$ cat config.mk
export PLATFORM = sky130hd
export DESIGN_NAME = serial_operand_loader_flat
export DESIGN_NICKNAME = d
export VERILOG_FILES = /design/src/rtl/serial_operand_loader_pkg.sv /design/src/rtl/serial_operand_loader_if.sv /design/src/rtl/piso_shreg.sv /design/src/rtl/serial_operand_loader.sv /design/src/flat_wrapper.sv
export SDC_FILE = /design/constraint.sdc
export NUM_CORES = 1
export LEC_CHECK = 0
export BUFFER_PORTS_ARGS = -buffer_cell sky130_fd_sc_hd__buf_2
export CAP_MARGIN = 15
export CORE_ASPECT_RATIO = 1.1
export CORE_MARGIN = 4
export CORE_UTILIZATION = 53
export DETAILED_ROUTE_END_ITERATION = 6
export GPL_ROUTABILITY_DRIVEN = 0
export PLACE_DENSITY = 0.82
export SKIP_LAST_GASP = 1
export SLEW_MARGIN = 30
export SYNTH_ARGS = -nofsm -noshare
export SYNTH_HDL_FRONTEND = slang
export SYNTH_SLANG_ARGS = --single-unit
$ cat constraint.sdc
create_clock -name clk -period 2.25 [get_ports clk]
set_clock_uncertainty 0.15 [all_clocks]
set_input_delay 0.1125 -clock clk [delete_from_list [all_inputs] [get_ports clk]]
set_output_delay 0.1125 -clock clk [all_outputs]
set_load 0.01 [all_outputs]
$ cat src/rtl/serial_operand_loader_pkg.sv
// Shared types and helpers for the serial operand loader.
// Optional feature macro used by this slice: SERIAL_SUM_CAPTURE_EN.
package serial_pkg;

    localparam int SERIAL_WIDTH_DEFAULT = 8;

    typedef enum logic [1:0] {
        IDLE  = 2'd0,
        CLEAR = 2'd1,
        SHIFT = 2'd2,
        DONE  = 2'd3
    } serial_state_e;

    // Bit-counter width; a one-bit operand still needs a one-bit counter.
    function automatic int serial_cnt_width(input int width);
        int w;
        w = $clog2(width);
        return (w < 1) ? 1 : w;
    endfunction

endpackage

$ cat src/rtl/serial_operand_loader_if.sv
// Handshake and serial-adder bundle for serial_operand_loader.
// Capture ports exist only when SERIAL_SUM_CAPTURE_EN is defined.
interface serial_operand_loader_if #(
    parameter int WIDTH = serial_pkg::SERIAL_WIDTH_DEFAULT
);
    logic             in_valid;
    logic             in_ready;
    logic [WIDTH-1:0] op_a;
    logic [WIDTH-1:0] op_b;
    logic             op_cin;
    logic             a;
    logic             b;
    logic             cin;
    logic             adder_reset;
    logic             busy;
    logic             last;
    logic             done;
`ifdef SERIAL_SUM_CAPTURE_EN
    logic             s;
    logic             cout;
    logic [WIDTH-1:0] sum_out;
    logic             cout_out;
    logic             sum_valid;

    modport master (
        output in_valid, op_a, op_b, op_cin, s, cout,
        input  in_ready, a, b, cin, adder_reset, busy, last, done,
               sum_out, cout_out, sum_valid
    );
    modport slave (
        input  in_valid, op_a, op_b, op_cin, s, cout,
        output in_ready, a, b, cin, adder_reset, busy, last, done,
               sum_out, cout_out, sum_valid
    );
`else
    modport master (
        output in_valid, op_a, op_b, op_cin,
        input  in_ready, a, b, cin, adder_reset, busy, last, done
    );
    modport slave (
        input  in_valid, op_a, op_b, op_cin,
        output in_ready, a, b, cin, adder_reset, busy, last, done
    );
`endif
endinterface

$ cat src/rtl/piso_shreg.sv
// Parallel-load, shift-right (zero-fill) register; bit 0 is the serial output.
module piso_shreg #(
    parameter int WIDTH = 8
) (
    input  logic             clk,
    input  logic             reset,
    input  logic             i_load,
    input  logic             i_shift,
    input  logic [WIDTH-1:0] i_data,
    output logic             o_bit
);
    logic [WIDTH-1:0] r_data;

    // Load has priority over shift; otherwise hold.
    always_ff @(posedge clk or negedge reset) begin
        if (!reset) begin
            r_data <= '0;
        end else if (i_load) begin
            r_data <= i_data;
        end else if (i_shift) begin
            r_data <= r_data >> 1'b1;
        end else begin
            r_data <= r_data;
        end
    end

    assign o_bit = r_data[0];
endmodule

$ cat src/rtl/serial_operand_loader.sv
// Parallel-to-serial front end for a bit-serial adder.
// Define SERIAL_SUM_CAPTURE_EN to also collect s/cout into a parallel result.
// Output bits are registered one cycle after the shift register presents them,
// so the operand registers shift on the CLEAR edge and on every non-final
// SHIFT edge.
module serial_operand_loader
    import serial_pkg::*;
#(
    parameter int WIDTH = SERIAL_WIDTH_DEFAULT
) (
    input  logic                    clk,
    input  logic                    reset,
    serial_operand_loader_if.slave  bus
);
    localparam int            CW       = serial_cnt_width(WIDTH);
    localparam logic [CW-1:0] LAST_CNT = CW'(WIDTH - 1);

    serial_state_e r_state;
    serial_state_e w_state_nxt;
    logic [CW-1:0] r_cnt;
    logic [CW-1:0] w_cnt_nxt;
    logic          r_cin_lat;
    logic          w_load;
    logic          w_shift;
    logic          w_a_bit;
    logic          w_b_bit;
    logic          w_a;
    logic          w_b;
    logic          w_cin;
    logic          w_adder_reset;
    logic          w_last;
    logic          w_done;
    logic          r_a;
    logic          r_b;
    logic          r_cin;
    logic          r_adder_reset;
    logic          r_busy;
    logic          r_last;
    logic          r_done;

    piso_shreg #(.WIDTH(WIDTH)) u_sr_a (
        .clk(clk), .reset(reset), .i_load(w_load), .i_shift(w_shift),
        .i_data(bus.op_a), .o_bit(w_a_bit)
    );

    piso_shreg #(.WIDTH(WIDTH)) u_sr_b (
        .clk(clk), .reset(reset), .i_load(w_load), .i_shift(w_shift),
        .i_data(bus.op_b), .o_bit(w_b_bit)
    );

    // FSM state register.
    always_ff @(posedge clk or negedge reset) begin
        if (!reset) begin
            r_state <= IDLE;
        end else begin
            r_state <= w_state_nxt;
        end
    end

    // Next state plus next value of every registered output.
    always_comb begin
        w_state_nxt   = r_state;
        w_cnt_nxt     = r_cnt;
        w_load        = 1'b0;
        w_shift       = 1'b0;
        w_a           = 1'b0;
        w_b           = 1'b0;
        w_cin         = 1'b0;
        w_adder_reset = 1'b0;
        w_last        = 1'b0;
        w_done        = 1'b0;
        case (r_state)
            IDLE: begin
                if (bus.in_valid) begin
                    w_load        = 1'b1;
                    w_adder_reset = 1'b1;
                    w_state_nxt   = CLEAR;
                end else begin
                    w_state_nxt   = IDLE;
                end
            end
            CLEAR: begin
                w_state_nxt = SHIFT;
                w_cnt_nxt   = '0;
                w_shift     = 1'b1;
                w_a         = w_a_bit;
                w_b         = w_b_bit;
                w_cin       = r_cin_lat;
                w_last      = (LAST_CNT == '0);
            end
            SHIFT: begin
                if (r_cnt == LAST_CNT) begin
                    w_state_nxt = DONE;
                    w_done      = 1'b1;
                end else begin
                    w_cnt_nxt   = r_cnt + 1'b1;
                    w_shift     = 1'b1;
                    w_a         = w_a_bit;
                    w_b         = w_b_bit;
                    w_last      = (w_cnt_nxt == LAST_CNT);
                end
            end
            DONE: begin
                w_state_nxt = IDLE;
            end
            default: begin
                w_state_nxt = IDLE;
            end
        endcase
    end

    // Counter, latched carry-in and registered outputs.
    always_ff @(posedge clk or negedge reset) begin
        if (!reset) begin
            r_cnt         <= '0;
            r_cin_lat     <= 1'b0;
            r_a           <= 1'b0;
            r_b           <= 1'b0;
            r_cin         <= 1'b0;
            r_adder_reset <= 1'b0;
            r_busy        <= 1'b0;
            r_last        <= 1'b0;
            r_done        <= 1'b0;
        end else begin
            r_cnt         <= w_cnt_nxt;
            r_cin_lat     <= w_load ? bus.op_cin : r_cin_lat;
            r_a           <= w_a;
            r_b           <= w_b;
            r_cin         <= w_cin;
            r_adder_reset <= w_adder_reset;
            r_busy        <= (w_state_nxt != IDLE);
            r_last        <= w_last;
            r_done        <= w_done;
        end
    end

    assign bus.in_ready    = (r_state == IDLE);
    assign bus.a           = r_a;
    assign bus.b           = r_b;
    assign bus.cin         = r_cin;
    assign bus.adder_reset = r_adder_reset;
    assign bus.busy        = r_busy;
    assign bus.last        = r_last;
    assign bus.done        = r_done;

`ifdef SERIAL_SUM_CAPTURE_EN
    logic [WIDTH-1:0] r_sum_sr;
    logic             r_cout_out;
    logic             r_sum_valid;
    logic [WIDTH-1:0] w_sum_shift;

    // s of each bit enters at the MSB so bit 0 ends up at the LSB.
    assign w_sum_shift = WIDTH'({bus.s, r_sum_sr} >> 1'b1);

    // Sum collection: cleared on accept, shifted on every SHIFT edge.
    always_ff @(posedge clk or negedge reset) begin
        if (!reset) begin
            r_sum_sr    <= '0;
            r_cout_out  <= 1'b0;
            r_sum_valid <= 1'b0;
        end else begin
            r_sum_valid <= w_done;
            if (w_load) begin
                r_sum_sr <= '0;
            end else if (r_state == SHIFT) begin
                r_sum_sr <= w_sum_shift;
            end else begin
                r_sum_sr <= r_sum_sr;
            end
            r_cout_out <= w_done ? bus.cout : r_cout_out;
        end
    end

    assign bus.sum_out   = r_sum_sr;
    assign bus.cout_out  = r_cout_out;
    assign bus.sum_valid = r_sum_valid;
`endif

endmodule

$ cat src/flat_wrapper.sv
// flat-port wrapper written by rule: the top's interface ports become plain ports
module serial_operand_loader_flat import serial_pkg::*;
#(
    parameter int WIDTH = SERIAL_WIDTH_DEFAULT
)
  (clk, reset, bus_in_valid, bus_op_a, bus_op_b, bus_op_cin, bus_in_ready, bus_a, bus_b, bus_cin, bus_adder_reset, bus_busy, bus_last, bus_done);
  serial_operand_loader_if #(.WIDTH(WIDTH)) bus_i ();
  input  logic clk;
  input  logic reset;
  input wire logic [$bits(bus_i.in_valid)-1:0] bus_in_valid;
  input wire logic [$bits(bus_i.op_a)-1:0] bus_op_a;
  input wire logic [$bits(bus_i.op_b)-1:0] bus_op_b;
  input wire logic [$bits(bus_i.op_cin)-1:0] bus_op_cin;
  output wire logic [$bits(bus_i.in_ready)-1:0] bus_in_ready;
  output wire logic [$bits(bus_i.a)-1:0] bus_a;
  output wire logic [$bits(bus_i.b)-1:0] bus_b;
  output wire logic [$bits(bus_i.cin)-1:0] bus_cin;
  output wire logic [$bits(bus_i.adder_reset)-1:0] bus_adder_reset;
  output wire logic [$bits(bus_i.busy)-1:0] bus_busy;
  output wire logic [$bits(bus_i.last)-1:0] bus_last;
  output wire logic [$bits(bus_i.done)-1:0] bus_done;
  assign bus_i.in_valid = bus_in_valid;
  assign bus_i.op_a = bus_op_a;
  assign bus_i.op_b = bus_op_b;
  assign bus_i.op_cin = bus_op_cin;
  assign bus_in_ready = bus_i.in_ready;
  assign bus_a = bus_i.a;
  assign bus_b = bus_i.b;
  assign bus_cin = bus_i.cin;
  assign bus_adder_reset = bus_i.adder_reset;
  assign bus_busy = bus_i.busy;
  assign bus_last = bus_i.last;
  assign bus_done = bus_i.done;
  serial_operand_loader #(.WIDTH(WIDTH)) u_core (.clk(clk), .reset(reset), .bus(bus_i));
endmodule
Word level (Yosys, flattened, before mapping)
Cells that the tools add are included.

Flip-flop bits (word level): 29. Output and inout port bits: 8. Word-level logic and storage cells: 46.

Add/sub/neg operators: 1. Eq/ne operators: 6. Mux-type cells: 22. Reductions and logical operators: 5.

Operators with widths (count): $mux W8 (4); $mux W1 (11); $pmux W2 S4 (1); $eq A3 B3 Y1 const B (2); $pmux W1 S2 (3); $pmux W3 S2 (1); $reduce_bool A2 Y1 (3); $eq A2 B2 Y1 const B (2); $add A3 B1 Y3 const B (1); $mux W3 (1); $eq A2 B1 Y1 const B (1); $logic_not A2 Y1 (1); $mux W2 (1); $ne A2 B2 Y1 const B (1); $reduce_and A2 Y1 (1).

Logic depth before layout (Yosys ltp)
Depth in word-level cells: 5. Gate-level depth with buffers: 7.

Modules after synthesis
A second synthesis with hierarchy kept.

Cell total of the unflattened synthesis: 116. Area, all modules: 1310.0 µm².

By module, submodules not included: piso_shreg (times used 2, cells an instance 34, area each 369.1 µm², sequential area each 200.2 µm²); serial_operand_loader (times used 1, cells an instance 48, area each 571.8 µm², sequential area each 325.3 µm²).

Worst setup path after synthesis
Ideal clock, no wire load.

Path kind: register to register. From: register u_core.r_cnt[0]. To: register u_core.u_sr_b.r_data[0]. Library setup time: 0.126 ns. Arrival time: 1.592 ns. Path slack: 0.382 ns. Cell stages (with the launch flop): 7. Buffers on the path: 1. Path through: dfrtp_1 ha_1 ha_1 and3b_2 a211oi_4 buf_6 a221o_2.

Longest elaborated chain between the ends: 4.

RTL lines: start, declared (line serial_operand_loader.sv:20) `logic [CW-1:0] r_cnt;`; start signal, assigned (line serial_operand_loader.sv:125) `r_cnt <= w_cnt_nxt;`; $eq A3 B3 Y1 (line serial_operand_loader.sv:92) `if (r_cnt == LAST_CNT) begin`; $mux W1 (line serial_operand_loader.sv:92); $pmux W1 S2 (line serial_operand_loader.sv:72) `case (r_state)`; $reduce_bool A2 Y1 (no line); end signal, assigned (line piso_shreg.sv:19) `r_data <= i_data;`; end signal, assigned (line piso_shreg.sv:21) `r_data <= r_data >> 1'b1;`; end signal, assigned (line piso_shreg.sv:23) `r_data <= r_data;`; end, declared (line piso_shreg.sv:12) `logic [WIDTH-1:0] r_data;`.

No other way between the ends. A chain may end at the register's enable or synchronous reset.

Worst setup path in the final report
From: register u_core.r_cnt[0]. To: register u_core.u_sr_b.r_data[1].

The elaborated chain is that of the path after synthesis.

==> summary.txt <==
Synth
  – Post-Synth Adder-Cell Area: 7.35%
  – EDFF count, synth: 0
  – Number of synthesized register bits: 29
  – Post-synthesis cell area: 1360 um^2
  – Syn_area_per_cell: 12.9 um^2
  – Synth area leaders: dfrtp_1, a221o_2, ha_1
  – Post-synth top area cell: dfrtp_1
  – Simple-gate portion of the synthesized area: 12.4%
  – Synth Area in Compound Gates: 19.7%
  – Synth warn: 0
  – Post-synthesis mux area share: 1.65%
  – Post-synth ARST share: 100%
  – Yosys top cell area share: 53.3%
  – Largest family of logic cells by synthesized area: compound AO/OA/AOI/OAI gates
  – Mapped Cells: 106
  – Most common cell in the netlist: dfrtp_1
  – Top cells by count, synth: dfrtp_1, a221o_2, and3_1, ha_1, inv_1
  – Xor/xnor share of the synthesized area: 0.643%
  – Yosys cell types: 23
  – Top_reg_cell synth: dfrtp_1
  – Syn Nets: 134
  – Post-synthesis sequential area ratio: 53.3%

Floorplanning
  – CORE AREA: 2470 um^2
  – Die area: 3450 um^2
  – Die Wd: 56.3 um
  – Num ports: 28
  – Initial Util: 55.1%
  – Die Y: 61.2 um
  – Placement Rows: 19

Status
  – Status: finished clean

Clock tree
  – Clock-pin slew on the worst setup and hold paths: 0.10 ns
  – Worst skew pair latency: 0.32 ns
  – Cts repair resizes: 0
  – Total CTS buffers: 5
  – CTS tree: built
  – Worst-case clock buffer depth: 2
  – H-Tree Depth: 2
  – CTS Sinks: 29
  – Hold_buf cts: 18
  – Postcts setup bufs: 0
  – Root buf cell: clkbuf_4

Global routing
  – Largest net degree at the start of global routing: 30
  – Initial antenna violation count: 0
  – GRT Resource Usage Total: 19.8%
  – First-pass GRT wire length: 5.11 mm
  – GRT overflow: 0
  – Number of global-route vias before repair: 1101

Setup path
  – Critical path, cell by cell: ha_1 > ha_1 > and3b_2 > a211oi_4 > buf_4 > a221o_2
  – Worst path max stage delay: 0.43 ns
  – CP Data Required Time: 2.31 ns
  – Setup crit end kind: flop
  – Arrival @ worst endpoint: 2.07 ns
  – Crit path max-delay family: adder cells
  – Worst Reg-to-Reg Cells: 6
  – Setup CP Type: flop to flop
  – Crit path depth: 6
  – WP buf/inv: 1
  – CP startpoint kind: flop
  – Crit path top cell by count: ha_1
  – FF-to-FF End: u_core.u_sr_b.r_data[1]$_DFFE_PN0P_
  – Crit Reg-Reg Startpoint: u_core.r_cnt[0]$_DFFE_PN0P_
  – Worst Path Max Fanout: 16
  – Reg2Reg Setup Slack: 0.23 ns
  – Slowest CP cell: dfrtp_1

Timing
  – Slew Limit Fails: 0
  – Worst setup margin: 0.231 ns
  – Finish-stage setup viols: 0
  – Slew Limit Headroom: 57.5%
  – Fmax: 495 MHz
  – Setup_tns: 0 ns
  – Unrepaired setup endpoints after global routing: no
  – Measured slew at the worst slew-check pin: 0.637 ns
  – Tmin final: 2.02 ns
  – Fin crit share: 89.7%
  – Hold Violations, Final: 0

Route
  – Vias per Instance: 5.60
  – Post-DRT Antenna Nets: 0
  – Starting DRT DRC Count: 35
  – Vias: 1052
  – DRC viols: 0
  – WL/cell: 15.9 um
  – Routed Wire Length: 2.99 mm
  – First-pass iteration count of the detailed router: 4

Job
  – Max Cap Viol: 0

Cells and area
  – Area of the multi-input gates: 569 um^2
  – Register Area: 726 um^2
  – Share of post-route cells with drive strength above 1: 41.4%
  – Final cell count without fillers: 188
  – Area growth syn-to-layout: 30.0%
  – Finished Core Util: 71.7%
  – Fillers: 190
  – Final nets: 184
  – Inserted Diodes: 0

Hold path
  – Hold Startpoint: bus_in_valid
  – Hold-critical path endpoint: u_core.bus.adder_reset$_DFF_PN0_
  – Hold path depth: 2
  – Worst hold path type: primary input to flop

Place
  – Placed cell count: 162
  – Place WS: 0.254 ns
  – Buffers on Ports: 27
  – DP Wirelength: 1.89 mm

Power and ir drop
  – Post-layout power: 2.44 mW
  – Pleak: 0.914 nW
  – VDD IR max: 0.865 mV
  – Pwr dens: 1380 nW/um^2
==> registers in the layout, indices dropped and copies added, names as in the netlist <==
register / cells
u_core.u_sr_a.r_data: 8
u_core.u_sr_b.r_data: 8
u_core.r_cnt: 3
u_core.r_state: 2
u_core.bus.a: 1
u_core.bus.adder_reset: 1
u_core.bus.b: 1
u_core.bus.busy: 1
u_core.bus.cin: 1
u_core.bus.done: 1
u_core.bus.last: 1
u_core.r_cin_lat: 1
==> cell usage in the layout, fill, tap and decap left out, types with 3 or more instances in the layout <==
master / n
dfrtp_1: 29
ha_1: 8
buf_4: 4
and3_2: 4
clkbuf_4: 5
nor2_1: 3
dlygate4sd3_1: 18
nand2_1: 4
a221o_2: 14
and3_1: 10
buf_2: 27
inv_1: 6
a21oi_1: 3
a22o_1: 3
==> metal layers <==
layer	up-vias	part of all wire (%)	GRT usage, %
li1	490	-	-
met1	521	39	21.7
met2	36	53	37.1
met3	5	6.1	4.61
met4	0	1.4	9.15
met5	-	0	0
==> cells by family (layout without fill, tap and decap cells) <==
group	after synthesis	count (layout)
AO/OA/AOI/OAI	26	26
AND/OR/NAND/NOR	28	28
multiplexers	2	2
flip-flops	29	29
XOR/XNOR	1	1
adder cells (fa/ha/maj)	8	8
buffers and inverters	12	63
==> how the worst max path moves through the flow <==
| stage | slack [ns] | to | startpoint |
|---|---|---|---|
| 3_3_place_gp | 0.30 | u_core.u_sr_b.r_data[5]$_DFFE_PN0P_ | u_core.r_cnt[1]$_DFFE_PN0P_ |
| 2_1_floorplan | 0.38 | u_core.u_sr_b.r_data[0]$_DFFE_PN0P_ | u_core.r_cnt[0]$_DFFE_PN0P_ |
| 5_1_grt | 0.15 | u_core.u_sr_b.r_data[0]$_DFFE_PN0P_ | u_core.r_state[0]$_DFF_PN0_ |
| 4_1_cts | 0.23 | u_core.u_sr_b.r_data[5]$_DFFE_PN0P_ | u_core.r_cnt[0]$_DFFE_PN0P_ |
| 6_report | 0.23 | u_core.u_sr_b.r_data[1]$_DFFE_PN0P_ | u_core.r_cnt[0]$_DFFE_PN0P_ |
| 3_5_place_dp | 0.25 | u_core.u_sr_b.r_data[3]$_DFFE_PN0P_ | u_core.r_cnt[0]$_DFFE_PN0P_ |
==> through the flow <==
stage	hold slack, ns	instance area (um^2)
global route	0.0965	1770
finish	0.0864	1770
detailed placement	0.0153	1520
floorplan	-0.333	1360
CTS	0.0797	1770
global placement	0.00974	1520
==> report_power, final <==
group / leakage (nW) / switching (mW) / total [mW] / internal (mW)
Clock: 0.0413 / 0.181 / 0.361 / 0.181
Sequential: 0.370 / 0.129 / 0.872 / 0.744
Combinational: 0.503 / 0.597 / 1.21 / 0.608
Total: 0.914 / 0.906 / 2.44 / 1.53
==> worst register-to-register path: cells and delay by family (launching register included) <==
family	cells	cell delay, ns
compound gates	2	0.44
fa+ha+maj	2	0.44
buf+inv	1	0.20
flops	1	0.43
simple gates	1	0.26
==> final cells by class <==
class,count,share of cell area [%]
repair buffers,49,19.5
well taps,31,2.19
clock inverters,1,0.282
flip-flops and latches,29,41.0
clock buffers,7,3.67
inverters,6,1.27
multi-input cells,65,32.1
No activity file was read; power rests on OpenSTA's default activity.
